## src/rtl/time_disp_pkg.sv

```systemverilog
// Shared definitions for the time display driver.
// Holds the FSM state encoding, seven-segment patterns (active-low, {g,f,e,d,c,b,a}),
// digit position indices, the per-field conversion length, and small helpers for
// clamping a field to two decimal digits and decoding BCD to segments.
package time_disp_pkg;

  typedef logic [2:0] state_t;

  localparam state_t ST_IDLE   = 3'd0;
  localparam state_t ST_SNAP   = 3'd1;
  localparam state_t ST_CONV_H = 3'd2;
  localparam state_t ST_CONV_M = 3'd3;
  localparam state_t ST_CONV_S = 3'd4;
  localparam state_t ST_COMMIT = 3'd5;

  localparam logic [6:0] SEG_0     = 7'h40;
  localparam logic [6:0] SEG_1     = 7'h79;
  localparam logic [6:0] SEG_2     = 7'h24;
  localparam logic [6:0] SEG_3     = 7'h30;
  localparam logic [6:0] SEG_4     = 7'h19;
  localparam logic [6:0] SEG_5     = 7'h12;
  localparam logic [6:0] SEG_6     = 7'h02;
  localparam logic [6:0] SEG_7     = 7'h78;
  localparam logic [6:0] SEG_8     = 7'h00;
  localparam logic [6:0] SEG_9     = 7'h10;
  localparam logic [6:0] SEG_BLANK = 7'h7F;

  localparam logic [2:0] DIG_HT = 3'd0;
  localparam logic [2:0] DIG_HO = 3'd1;
  localparam logic [2:0] DIG_MT = 3'd2;
  localparam logic [2:0] DIG_MO = 3'd3;
  localparam logic [2:0] DIG_ST = 3'd4;
  localparam logic [2:0] DIG_SO = 3'd5;

  localparam int unsigned CONV_CYCLES = 8;

  // Anything above 99 cannot be shown in two digits, so it saturates.
  function automatic logic [6:0] clamp99(input logic [13:0] v);
    if (v > 14'd99) begin
      return 7'd99;
    end else begin
      return v[6:0];
    end
  endfunction

  function automatic logic [6:0] seg_decode(input logic [3:0] d);
    case (d)
      4'd0:    return SEG_0;
      4'd1:    return SEG_1;
      4'd2:    return SEG_2;
      4'd3:    return SEG_3;
      4'd4:    return SEG_4;
      4'd5:    return SEG_5;
      4'd6:    return SEG_6;
      4'd7:    return SEG_7;
      4'd8:    return SEG_8;
      4'd9:    return SEG_9;
      default: return SEG_BLANK;
    endcase
  endfunction

endpackage

```

## src/rtl/time_display_driver_bin2bcd.sv

```systemverilog
// Sequential double-dabble converter for a 7-bit value (0..99) into two BCD digits.
// Ports: clk, rst (sync active-high), start (load bin_in), bin_in[6:0];
//        done (one-cycle pulse 8 cycles after start), tens[3:0], ones[3:0] (held until next result).
module bin2bcd_seq (
  input  logic       clk,
  input  logic       rst,
  input  logic       start,
  input  logic [6:0] bin_in,
  output logic       done,
  output logic [3:0] tens,
  output logic [3:0] ones
);

  logic [7:0] bcd_q, bcd_d;
  logic [6:0] bin_q, bin_d;
  logic [2:0] cnt_q, cnt_d;
  logic       active_q, active_d;
  logic       done_q, done_d;
  logic [7:0] res_q, res_d;
  logic [7:0] adj_s;

  // Add-3 correction followed by one shift per cycle; the 7th shift publishes the result.
  always_comb begin
    adj_s    = bcd_q;
    bcd_d    = bcd_q;
    bin_d    = bin_q;
    cnt_d    = cnt_q;
    active_d = active_q;
    done_d   = 1'b0;
    res_d    = res_q;
    if (bcd_q[3:0] >= 4'd5) adj_s[3:0] = bcd_q[3:0] + 4'd3;
    else                    adj_s[3:0] = bcd_q[3:0];
    if (bcd_q[7:4] >= 4'd5) adj_s[7:4] = bcd_q[7:4] + 4'd3;
    else                    adj_s[7:4] = bcd_q[7:4];
    if (start) begin
      bcd_d    = 8'd0;
      bin_d    = bin_in;
      cnt_d    = 3'd0;
      active_d = 1'b1;
    end else if (active_q) begin
      {bcd_d, bin_d} = {adj_s, bin_q} << 1;
      cnt_d          = cnt_q + 3'd1;
      if (cnt_q == 3'd6) begin
        active_d = 1'b0;
        done_d   = 1'b1;
        res_d    = {adj_s[6:0], bin_q[6]};
      end else begin
        done_d   = 1'b0;
      end
    end else begin
      active_d = 1'b0;
    end
  end

  // Converter state registers.
  always_ff @(posedge clk) begin
    if (rst) begin
      bcd_q    <= 8'd0;
      bin_q    <= 7'd0;
      cnt_q    <= 3'd0;
      active_q <= 1'b0;
      done_q   <= 1'b0;
      res_q    <= 8'd0;
    end else begin
      bcd_q    <= bcd_d;
      bin_q    <= bin_d;
      cnt_q    <= cnt_d;
      active_q <= active_d;
      done_q   <= done_d;
      res_q    <= res_d;
    end
  end

  assign done = done_q;
  assign tens = res_q[7:4];
  assign ones = res_q[3:0];

endmodule

```

## src/rtl/time_display_driver.sv

```systemverilog
// Multiplexed 6-digit seven-segment driver for HH MM SS.
// A snapshot of hours/minutes/seconds is converted to BCD one field at a time through a
// single shared converter; all six digits are committed together so the display never
// shows a mix of old and new fields. The field being set blinks while setting is active.
// Ports: clk, rst (sync active-high), hours_in/minutes_in/seconds_in[13:0],
//        setting_enable, set_hr_or_min (0 = hours, 1 = minutes);
//        seg_out[6:0] (active-low {g..a}), dp_out (active-low), digit_sel[5:0]
//        (active-low one-hot, bit0 = hours tens), busy (conversion in progress).
module time_display_driver #(
  parameter int SCAN_DIV  = 10,
  parameter int BLINK_DIV = 5000
) (
  input  logic        clk,
  input  logic        rst,
  input  logic [13:0] hours_in,
  input  logic [13:0] minutes_in,
  input  logic [13:0] seconds_in,
  input  logic        setting_enable,
  input  logic        set_hr_or_min,
  output logic [6:0]  seg_out,
  output logic        dp_out,
  output logic [5:0]  digit_sel,
  output logic        busy
);
  import time_disp_pkg::*;

  localparam int SCAN_W  = (SCAN_DIV  > 1) ? $clog2(SCAN_DIV)  : 1;
  localparam int BLINK_W = (BLINK_DIV > 1) ? $clog2(BLINK_DIV) : 1;
  localparam logic [SCAN_W-1:0]  SCAN_LAST  = SCAN_W'(SCAN_DIV - 1);
  localparam logic [BLINK_W-1:0] BLINK_LAST = BLINK_W'(BLINK_DIV - 1);
  localparam logic [2:0]         CONV_LAST  = 3'(CONV_CYCLES - 1);

  state_t state_q, state_d;
  logic [2:0]  conv_cnt_q, conv_cnt_d;
  logic [13:0] snap_h_q, snap_m_q, snap_s_q;
  logic [7:0]  hr_bcd_q, mn_bcd_q;
  logic [23:0] disp_q;            // digit 0 (hours tens) in [23:20] ... digit 5 in [3:0]
  logic        busy_q;
  logic [SCAN_W-1:0]  scan_cnt_q;
  logic [2:0]         digit_idx_q;
  logic [BLINK_W-1:0] blink_cnt_q;
  logic               blink_phase_q;
  logic [6:0]  seg_q;
  logic        dp_q;
  logic [5:0]  sel_q;

  logic        changed_s, start_s, done_s, blank_s;
  logic [6:0]  conv_bin_s;
  logic [3:0]  conv_tens_s, conv_ones_s, digit_bcd_s;

  assign changed_s = (hours_in != snap_h_q) || (minutes_in != snap_m_q) ||
                     (seconds_in != snap_s_q);

  bin2bcd_seq u_conv (
    .clk    (clk),
    .rst    (rst),
    .start  (start_s),
    .bin_in (conv_bin_s),
    .done   (done_s),
    .tens   (conv_tens_s),
    .ones   (conv_ones_s)
  );

  // Next-state logic: walk hours, minutes, seconds through the shared converter.
  always_comb begin
    state_d    = state_q;
    conv_cnt_d = conv_cnt_q;
    start_s    = 1'b0;
    case (state_q)
      ST_IDLE: begin
        if (changed_s) state_d = ST_SNAP;
        else           state_d = ST_IDLE;
      end
      ST_SNAP: begin
        state_d    = ST_CONV_H;
        conv_cnt_d = 3'd0;
      end
      ST_CONV_H, ST_CONV_M, ST_CONV_S: begin
        start_s    = (conv_cnt_q == 3'd0);
        conv_cnt_d = conv_cnt_q + 3'd1;   // wraps to 0 for the next field
        if (conv_cnt_q == CONV_LAST) begin
          if (state_q == ST_CONV_H)      state_d = ST_CONV_M;
          else if (state_q == ST_CONV_M) state_d = ST_CONV_S;
          else                           state_d = ST_COMMIT;
        end else begin
          state_d = state_q;
        end
      end
      ST_COMMIT: state_d = ST_IDLE;
      default:   state_d = ST_IDLE;
    endcase
  end

  // Converter operand: the clamped snapshot of the field currently being converted.
  always_comb begin
    case (state_q)
      ST_CONV_H: conv_bin_s = clamp99(snap_h_q);
      ST_CONV_M: conv_bin_s = clamp99(snap_m_q);
      ST_CONV_S: conv_bin_s = clamp99(snap_s_q);
      default:   conv_bin_s = 7'd0;
    endcase
  end

  // FSM, snapshot and BCD holding registers. A field's result appears (done) in the first
  // cycle of the following state; seconds land in COMMIT and go straight to the display.
  always_ff @(posedge clk) begin
    if (rst) begin
      state_q    <= ST_IDLE;
      conv_cnt_q <= 3'd0;
      snap_h_q   <= 14'd0;
      snap_m_q   <= 14'd0;
      snap_s_q   <= 14'd0;
      hr_bcd_q   <= 8'd0;
      mn_bcd_q   <= 8'd0;
      disp_q     <= 24'd0;
      busy_q     <= 1'b0;
    end else begin
      state_q    <= state_d;
      conv_cnt_q <= conv_cnt_d;
      busy_q     <= (state_d != ST_IDLE);
      if (state_q == ST_SNAP) begin
        snap_h_q <= hours_in;
        snap_m_q <= minutes_in;
        snap_s_q <= seconds_in;
      end
      if (done_s && (state_q == ST_CONV_M)) hr_bcd_q <= {conv_tens_s, conv_ones_s};
      if (done_s && (state_q == ST_CONV_S)) mn_bcd_q <= {conv_tens_s, conv_ones_s};
      if (state_q == ST_COMMIT) disp_q <= {hr_bcd_q, mn_bcd_q, conv_tens_s, conv_ones_s};
    end
  end

  // Pick the BCD digit for the current scan position and decide whether it is blanked.
  always_comb begin
    case (digit_idx_q)
      DIG_HT:  digit_bcd_s = disp_q[23:20];
      DIG_HO:  digit_bcd_s = disp_q[19:16];
      DIG_MT:  digit_bcd_s = disp_q[15:12];
      DIG_MO:  digit_bcd_s = disp_q[11:8];
      DIG_ST:  digit_bcd_s = disp_q[7:4];
      DIG_SO:  digit_bcd_s = disp_q[3:0];
      default: digit_bcd_s = 4'hF;
    endcase
    if (setting_enable && blink_phase_q) begin
      if (set_hr_or_min) blank_s = (digit_idx_q == DIG_MT) || (digit_idx_q == DIG_MO);
      else               blank_s = (digit_idx_q == DIG_HT) || (digit_idx_q == DIG_HO);
    end else begin
      blank_s = 1'b0;
    end
  end

  // Scan and blink counters plus the registered display outputs; digit_sel and seg_out
  // both come from the same digit_idx_q so they always line up.
  always_ff @(posedge clk) begin
    if (rst) begin
      scan_cnt_q    <= '0;
      digit_idx_q   <= DIG_HT;
      blink_cnt_q   <= '0;
      blink_phase_q <= 1'b0;
      seg_q         <= SEG_BLANK;
      dp_q          <= 1'b1;
      sel_q         <= 6'b111110;
    end else begin
      if (scan_cnt_q == SCAN_LAST) begin
        scan_cnt_q  <= '0;
        digit_idx_q <= (digit_idx_q == DIG_SO) ? DIG_HT : (digit_idx_q + 3'd1);
      end else begin
        scan_cnt_q  <= scan_cnt_q + 1'b1;
      end
      if (!setting_enable) begin
        blink_cnt_q   <= '0;
        blink_phase_q <= 1'b0;
      end else if (blink_cnt_q == BLINK_LAST) begin
        blink_cnt_q   <= '0;
        blink_phase_q <= ~blink_phase_q;
      end else begin
        blink_cnt_q   <= blink_cnt_q + 1'b1;
      end
      sel_q <= ~(6'b000001 << digit_idx_q);
      seg_q <= blank_s ? SEG_BLANK : seg_decode(digit_bcd_s);
      dp_q  <= blank_s ? 1'b1 : ~((digit_idx_q == DIG_HO) || (digit_idx_q == DIG_MO));
    end
  end

  assign seg_out   = seg_q;
  assign dp_out    = dp_q;
  assign digit_sel = sel_q;
  assign busy      = busy_q;

endmodule

```

## config.mk

```make
export PLATFORM = sky130hd
export DESIGN_NAME = time_display_driver
export DESIGN_NICKNAME = d
export VERILOG_FILES = /design/src/rtl/time_disp_pkg.sv /design/src/rtl/time_display_driver_bin2bcd.sv /design/src/rtl/time_display_driver.sv
export SDC_FILE = /design/constraint.sdc
export NUM_CORES = 1
export LEC_CHECK = 0
export CORE_MARGIN = 10
export CORE_UTILIZATION = 32
export DETAILED_ROUTE_END_ITERATION = 8
export GPL_ROUTABILITY_DRIVEN = 0
export HOLD_SLACK_MARGIN = 0.06
export PLACE_DENSITY = 0.5
export RECOVER_POWER = 100
export SLEW_MARGIN = 20
export SYNTH_ARGS = -nofsm -noshare
export SYNTH_HDL_FRONTEND = slang
export SYNTH_SLANG_ARGS = --single-unit
```

## constraint.sdc

```tcl
create_clock -name clk -period 3.05 [get_ports clk]
set_clock_uncertainty 0.05 [all_clocks]
set_input_delay 0.61 -clock clk [delete_from_list [all_inputs] [get_ports clk]]
set_output_delay 0.61 -clock clk [all_outputs]
set_load 0.05 [all_outputs]
```

* Yosys cells after proc, flatten, opt, wreduce, memory -nomap -nowiden *
Memory sizes are Yosys's and may differ from the RTL's. A register that Yosys moved wholly into a read port is not among the register bits.
Cells that the tools add are included.
Widths: inputs -> output; s select.

storage, ports and cells
  bits in registers = 145
  latch bits = 0
  RAM bits = 0
  memory bits (read-only) = 112
  bits of input ports = 46
  output and inout bits = 15
  logic and storage cells = 103
  memories = 1

cells by class
  add/sub/neg operators = 7
  multiply operators = 0
  divide/modulo/power cells = 0
  $lt $le $gt $ge = 5
  equality and inequality tests = 17
  shift-type cells = 1
  mux-type cells = 23
  bitwise gates (word level) = 6
  reductions and logical operators = 22

memory list
  name             words  width  read ports  clocked after memory_dff  write ports  line                 text
  (no name shown)  16     7      1           1                         0            time_disp_pkg.sv:47  case (d)

operators with widths
  cell                   count
  $gt 14x7->1 const B    3
  $ne 14x14->1           3
  $mux 7                 5
  $pmux 4 s6             1
  $pmux 7 s3             1
  $eq 3x3->1 const B     6
  $add 13x1->13 const B  1
  $eq 13x13->1 const B   1
  $eq 3x2->1 const B     4
  $mux 3                 4
  $add 3x1->3 const B    3
  $logic_not 3->1        3
  $mux 1                 9
  $pmux 3 s3             1
  $reduce_or 3->1        3
  $ge 4x3->1 const B     2
  $reduce_or 2->1        4
  $eq 3x1->1 const B     2
  $not 6->6              1
  $pmux 3 s2             1
  $shl 1x3->6 const A    1
  $logic_or 1x1->1       5
  $not 1->1              5
  $add 4x1->4 const B    1
  8 further kinds        11

* Depth between registers and ports, before layout *
Gate-level depths: netlist of run 1.

  depth in word-level cells = 6
  gate-level depth with buffers = 13
  gate-level depth less buffers = 10

* Hierarchy *
A second synthesis of run 1 with hierarchy kept.

unflattened totals
  cell total of the unflattened synthesis = 843
  area, all modules = 6,957.9 um^2

by module, submodules not included
  module               times used  cells an instance  area each (um^2)  seq. area each (um^2)
  time_display_driver  1           691                5,587.9           2,482.4
  bin2bcd_seq          1           152                1,370.1           560.5

* Least setup slack after synthesis of run 1 *
Ideal clock, no wire load.

  path kind = register to register
  start = reg digit_idx_q[2]
  end = reg seg_q[5] (netlist: seg_out[5])
  setup time = 0.095 ns
  data arrival time = 2.491 ns
  data required time = 2.905 ns
  setup slack = 0.414 ns
  stages on the path, launching flop included = 13
  buffers on the path = 3
  period minus slack after synthesis = 2.636 ns
  cell sequence = dfxtp_1 clkbuf_1 buf_2 inv_1 ha_1 clkbuf_1 o21ba_2 a211oi_1 o21ai_1 inv_1 ha_1 and2_1 o311ai_1

on the way
  cells in the longest elaborated chain, start to end = 5
  elaborated cells on any way between the ends = 12
  those cells by class = 5 x eq/ne; 3 x mux; 4 x reduce/logical

ends and longest elaborated chain
  what                                      line                                                    text
  start, declared                           time_display_driver.sv:40                               logic [2:0] digit_idx_q;
  start signal, assigned                    time_display_driver.sv:165                              digit_idx_q <= (digit_idx_q == DIG_SO) ? DIG_HT : (digit_idx_q + 3'd1);
  $eq 3x1->1, or another cell as far along  time_display_driver.sv:134, time_display_driver.sv:145
  $logic_or 1x1->1 (on tied branches)       time_display_driver.sv:145, time_display_driver.sv:144
  $mux 1                                    time_display_driver.sv:144                              if (set_hr_or_min) blank_s = (digit_idx_q == DIG_MT) || (digit_idx_q == DIG_MO);
  $mux 1                                    time_display_driver.sv:143                              if (setting_enable && blink_phase_q) begin
  $reduce_or 2->1 (no source line)          -
  end, declared                             time_display_driver.sv:43                               logic [6:0] seg_q;

Parallel ways exist; a longest one is shown, timed or not.
A chain may end at the register's enable or synchronous reset.

* Final worst setup path of run 1 *
  start = reg state_q[2]
  end = reg u_conv.bin_q[1]

on the way
  cells in the longest elaborated chain, start to end = 4
  elaborated cells on any way between the ends = 8
  those cells by class = 3 x eq/ne; 3 x mux; 2 x reduce/logical

ends and longest elaborated chain
  what                                         line                                                  text
  start, declared                              time_display_driver.sv:33                             state_t state_q, state_d;
  start signal, assigned                       time_display_driver.sv:118                            state_q <= state_d;
  $eq 3x2->1 or $eq 3x3->1 (tied branches)     time_display_driver.sv:69, time_display_driver.sv:96
  $reduce_or 3->1                              time_display_driver.sv:69                             case (state_q)
  $mux 1                                       time_display_driver.sv:69
  $mux 7 or $reduce_bool 2->1 (tied branches)  -
  end signal, assigned                         time_display_driver_bin2bcd.sv:66                     bin_q <= bin_d;
  end, declared                                time_display_driver_bin2bcd.sv:15                     logic [6:0] bin_q, bin_d;

Parallel ways exist; a longest one is shown, timed or not.

==> results of run 1 <==
[state kept, by name (all words and copies together), names as in the netlist]
signal,cells
u_conv.cnt_q,3
u_conv.bcd_q,8
seg_out,7
disp_q,24
blink_cnt_q,13
mn_bcd_q,8
blink_phase_q,1
snap_s_q,14
scan_cnt_q,4
busy,1
snap_h_q,14
u_conv.bin_q,7
state_q,3
hr_bcd_q,8
u_conv.active_q,1
conv_cnt_q,3
dp_out,1
digit_sel,6
digit_idx_q,3
u_conv.res_q,8
u_conv.done,1
snap_m_q,14
[cells in the final DEF, fill, tap and decap left out, drive strengths merged, types with 8 or more instances in the layout]
cell type      instances
clkdlybuf4s50         43
o21ai                 16
buf                   12
inv                   16
nand2b                 8
nand2                188
ha                    18
dfxtp                152
nor2                  59
xor2                  54
clkbuf                25
xnor2                  9
mux2i                 16
nand3                 16
nor2b                  8
nor4                  15
dlygate4sd3           16
nor3                  11
a211oi                10
a21oi                102
[routing by layer]
metal	vias to the layer above	track usage (%)
met5	-	0
met4	0	3.82
met3	7	3.88
met2	83	21.2
met1	2570	15.3
li1	2916	-
[kinds of logic after synthesis]
kind of cell,count (synthesis),synth area share [%]
AOI/OAI and AO/OA,168,15.1
xor gates and xnor gates,63,8.06
adders and majority gates,18,3.29
buffers and inverters,64,3.82
DFF,152,44.5
muxes,19,3.33
and+or+nand+nor,338,22.0
[path summary, 6_finish.rpt]
path,from,slack (ps),end,depth (start not counted)
worst min-delay path,blink_cnt_q[0],400,blink_cnt_q[0],1
worst max register to register,state_q[2],600,u_conv.bin_q[1],5
worst min register to register,blink_cnt_q[0],400,blink_cnt_q[0],1
worst max-delay path,state_q[2],600,u_conv.bin_q[1],5
[stage by stage]
stage	utilization, %	total power (W)
6_report	39.5	0.00482
5_1_grt	39.5	0.00502
4_1_cts	39.6	0.00489
3_5_place_dp	36.7	0.00269
3_3_place_gp	36.7	0.00269
2_1_floorplan	-	0.00248
[critical path, delay by kind of cell (launching register included)]
family | cells | cell delay [ps]
DFF | 1 | 660
buffers and inverters | 1 | 500
AOI/OAI and AO/OA | 3 | 690
and+or+nand+nor | 1 | 460
[cell type report]
class | instances | share of cell area (%)
Clock inverter | 12 | 1.79
Timing Repair Buffer | 76 | 8.42
Inverter | 16 | 0.723
Multi-Input combinational cell | 606 | 42.6
Tap cell | 275 | 4.14
Sequential cell | 152 | 36.6
Clock buffer | 20 | 5.62
[power groups by stage]
stage          clock network (W)  logic (W)  registers (W)
2_1_floorplan                  0   0.000308        0.00217
3_3_place_gp                   0   0.000512        0.00218
3_5_place_dp                   0   0.000509        0.00218
4_1_cts                  0.00224   0.000512        0.00214
5_1_grt                  0.00232   0.000555        0.00215
6_report                 0.00219   0.000499        0.00214
==> flow_summary.toml, run 1 <==
[run_status]
status = "finished with violations"
failed_checks = "capacitance limit, slew limit"

[floorplanning]
fp.dieH_um = 166
ios = 61
die_x_um = 166
die_area_um2 = 27600
coreArea_um2 = 21000
rows = 53
start_util_pct = 32.6

[drt]
via_per_inst = 4.82
via_count = 5576
highest_layer = "met4"
first_pass_iters = 5
postRouteAntennaNets = 0
wl_mm = 17.6
initialDrtViolationCount = 348
drc = 0
wl_met3_um = 813
wl_met1_mm = 8.21
dr_wl_met2_mm = 8.47
wl_per_cell_um = 15.2

[final_layout]
fin_area_um2 = 8300
diodes = 0
finalNetCount = 933
area_delta_synth_final_pct = 21.3
drive_gt1_share_pct = 6.12
fin_cells = 1157
regArea_um2 = 3040
n_fill_cell = 2176
multi_input_area_um2 = 3540

[clock_network]
cts_root_buf = "clkbuf_16"
cts_hold_buf = 0
worstSkewPairLatency_ps = 420
clock_path_buffers = 2
ctsResizeCount = 0
cts_tree = "yes"
numCtsBuffers = 17
clock-sinks = 152
post_cts_buffers = 0
htreeDepth = 4
clkTransAtPathRegs_ps = 60

[power]
clockPowerShare_pct = 45.3
p_seq_share_pct = 44.3
p_int_w = 0.00361
leakagePower_nw = 2.93
pwr-share-comb_pct = 10.3
p_sw_share_pct = 25.2
ir_drop_mv = 0.268
p_per_area_nw_per_um2 = 581
power_switching_w = 0.00121

[critical_path]
path_max_fanout = 16
end_kind = "register"
cp_slowest_cell = "dfxtp_1"
max_stage_delay_ps = 660
cp-start-kind = "register"
cp_data_required_time_ps = 3330
cp_cell_sequence = "or3b_1 > a21oi_1 > clkbuf_1 > a211oi_1 > a311oi_1"
worst-setup-path-type = "register to register"
cp.arrival_ps = 2730

[global_route]
grt_pass1_wl_mm = 29.0
antenna_found_initial = 0
track_usage_pct = 12.7
grt_pass1_vias = 5489
grt-ovfl-total = 0
grt_max_degree = 43

[placed_design]
place_area_um2 = 7720
portBuffers = 60
dp_slack_ps = 507
placed_cells = 1125
dp_hpwl_mm = 12.8

[yosys]
ys_ff_latch = 152
synth_area_leaders = "dfxtp_1 (44%), nand2_1 (10%), a21oi_1 (7.4%)"
synth_top_cell_by_area = "dfxtp_1"
ys_dominant_reg_cell = "dfxtp_1"
yosysTopAreaCellShare_pct = 44.5
yosysMostFrequentCell = "nand2_1"
synth_common_cells = "nand2_1 (188), dfxtp_1 (152), a21oi_1 (101)"
syn_avg_cell_area_um2 = 8.33
synth_edf_count = 0
syn_area_um2 = 6840
seq_area_frac_synth_pct = 44.5
ys_warn_count = 0
syn_nets = 886
ys_types = 54
synthArstFlopShare_pct = 0
synth_cells = 822

[sta]
hold_viol = 0
post-route-period-util_pct = 80.2
finalCriticalPeriod_ps = 2450
relSlewSlack_pct = -10.6
setup_viol = 0
fin_tns_setup_ps = 0
rsz0062_at_grt = "false"
setup_slack_ps = 604
worst_pin_slew_ps = 1660
hold_ws_ps = 397
slew_violations = 81
fmax_mhz = 409

[min_path]
hp-class = "register to register"

[job]
cap_violations = 2
Power figures use the tool's default switching activity.
==> run 2: changes to the inputs <==
==> constraint.sdc (replaced) <==
create_clock -name clk -period 2.6 [get_ports clk]
set_clock_uncertainty 0.05 [all_clocks]
set_input_delay 0.52 -clock clk [delete_from_list [all_inputs] [get_ports clk]]
set_output_delay 0.52 -clock clk [all_outputs]
set_load 0.05 [all_outputs]
==> run 2 against run 1 <==
Compared with the run above: the run now ends clean; cell count is the same; register-to-register slack lost 290 ps; die area is the same; clock power grew 17%; critical endpoint is now seg_out[5].
==> flow_summary.toml, run 2 (synthesis gave the netlist of run 1 again) <==
[run_status]
status = "completed"

[sta]
finalCriticalPeriod_ps = 2290
hold_viol = 0
post-route-period-util_pct = 88.1
slew_violations = 0
fin_tns_setup_ps = 0
setup_viol = 0
rsz0062_at_grt = "false"
fmax_mhz = 437
worst_pin_slew_ps = 557
hold_ws_ps = 346
relSlewSlack_pct = 62.6

[clock_network]
post_cts_buffers = 0
numCtsBuffers = 17
worstSkewPairLatency_ps = 420
clock_path_buffers = 2
cts_root_buf = "clkbuf_16"
cts_hold_buf = 0
ctsResizeCount = 0
clock-sinks = 152
clkTransAtPathRegs_ps = 60
htreeDepth = 4
cts_tree = "yes"

[power]
ir_drop_mv = 0.381
leakagePower_nw = 2.94
p_per_area_nw_per_um2 = 680

[drt]
postRouteAntennaNets = 0
wl_per_cell_um = 15.2
via_per_inst = 4.84
drc = 0
initialDrtViolationCount = 295
via_count = 5602
wl_mm = 17.5
first_pass_iters = 5

[floorplanning]
die_x_um = 166
rows = 53
coreArea_um2 = 21000
start_util_pct = 32.6
ios = 61
fp.dieH_um = 166
die_area_um2 = 27600

[placed_design]
dp_hpwl_mm = 12.4
portBuffers = 60
placed_cells = 1126
place_area_um2 = 7740

[final_layout]
fin_area_um2 = 8310
n_fill_cell = 2172
layout_common_cells = "nand2_1 (188), dfxtp_1 (152), a21oi_1 (102)"
final_common_cell = "nand2_1"
fin_cells = 1157
regArea_um2 = 3040
area_delta_synth_final_pct = 21.4
multi_input_area_um2 = 3530
final_core_util_pct = 39.5
finalNetCount = 934
drive_gt1_share_pct = 5.79
regMostFlops = "disp_q"
largest_reg_flops = 24

[global_route]
grt-ovfl-total = 0
grt_pass1_vias = 5476
track_usage_pct = 12.5
grt_max_degree = 84
grt_pass1_wl_mm = 28.7
antenna_found_initial = 1

[critical_path]
cp_data_required_time_ps = 2830
critPathTopFamily = "compound AO/OA/AOI/OAI gates"
worst-setup-path-type = "register to register"
crit_buf_inv = 1
max_stage_delay_ps = 540
path_max_fanout = 15
end_kind = "register"
cp_cell_sequence = "buf_4 > mux4_2 > nor2b_1 > a221o_1 > o21ai_1 > o311ai_1"
cp_slowest_cell = "mux4_2"
cp.arrival_ps = 2520
cp-start-kind = "register"

[job]
cap_violations = 0

[min_path]
hp-class = "primary input to register"
## run 2: stage by stage
| step | worst slack, ps | power (W) |
|---|---|---|
| global route | 150 | 0.00589 |
| floorplan | 18.0 | 0.00291 |
| CTS | 360 | 0.00572 |
| detailed placement | 105 | 0.00316 |
| global placement | 135 | 0.00316 |
| finish | 309 | 0.00565 |
## run 2: where the power goes
part           total, W  switching, W  internal [W]  leakage, nW
Combinational  0.000577      0.000344      0.000233         1.41
Sequential      0.00251     0.0000952       0.00242         1.23
Clock           0.00256      0.000962       0.00160        0.294
Total           0.00565       0.00140       0.00425         2.94
## run 2: per-layer routing
metal / up-vias / global-route usage (%) / routed length, um
met5: - / 0 / 0
met1: 2585 / 15.6 / 8370
met2: 89 / 19.8 / 7920
met3: 20 / 4.26 / 887
li1: 2908 / - / -
met4: 0 / 4.28 / 356
## run 2: final timing paths
kind             startpoint        endpoint  slack [ps]  cells past startpoint
min                     rst     hr_bcd_q[3]         350                      2
max          digit_idx_q[0]      seg_out[5]         310                      6
min reg2reg  blink_cnt_q[0]  blink_cnt_q[0]         390                      1
max reg2reg  digit_idx_q[0]      seg_out[5]         310                      6
## run 2: cell type report
| cell class | instances | share of cell area [%] |
|---|---|---|
| antenna | 1 | 0.0301 |
| clock buffer | 22 | 5.83 |
| clock inverter | 8 | 1.45 |
| inverter | 16 | 0.723 |
| multi-input combinational | 606 | 42.5 |
| sequential | 152 | 36.6 |
| tap | 275 | 4.14 |
| timing repair buffer | 77 | 8.68 |
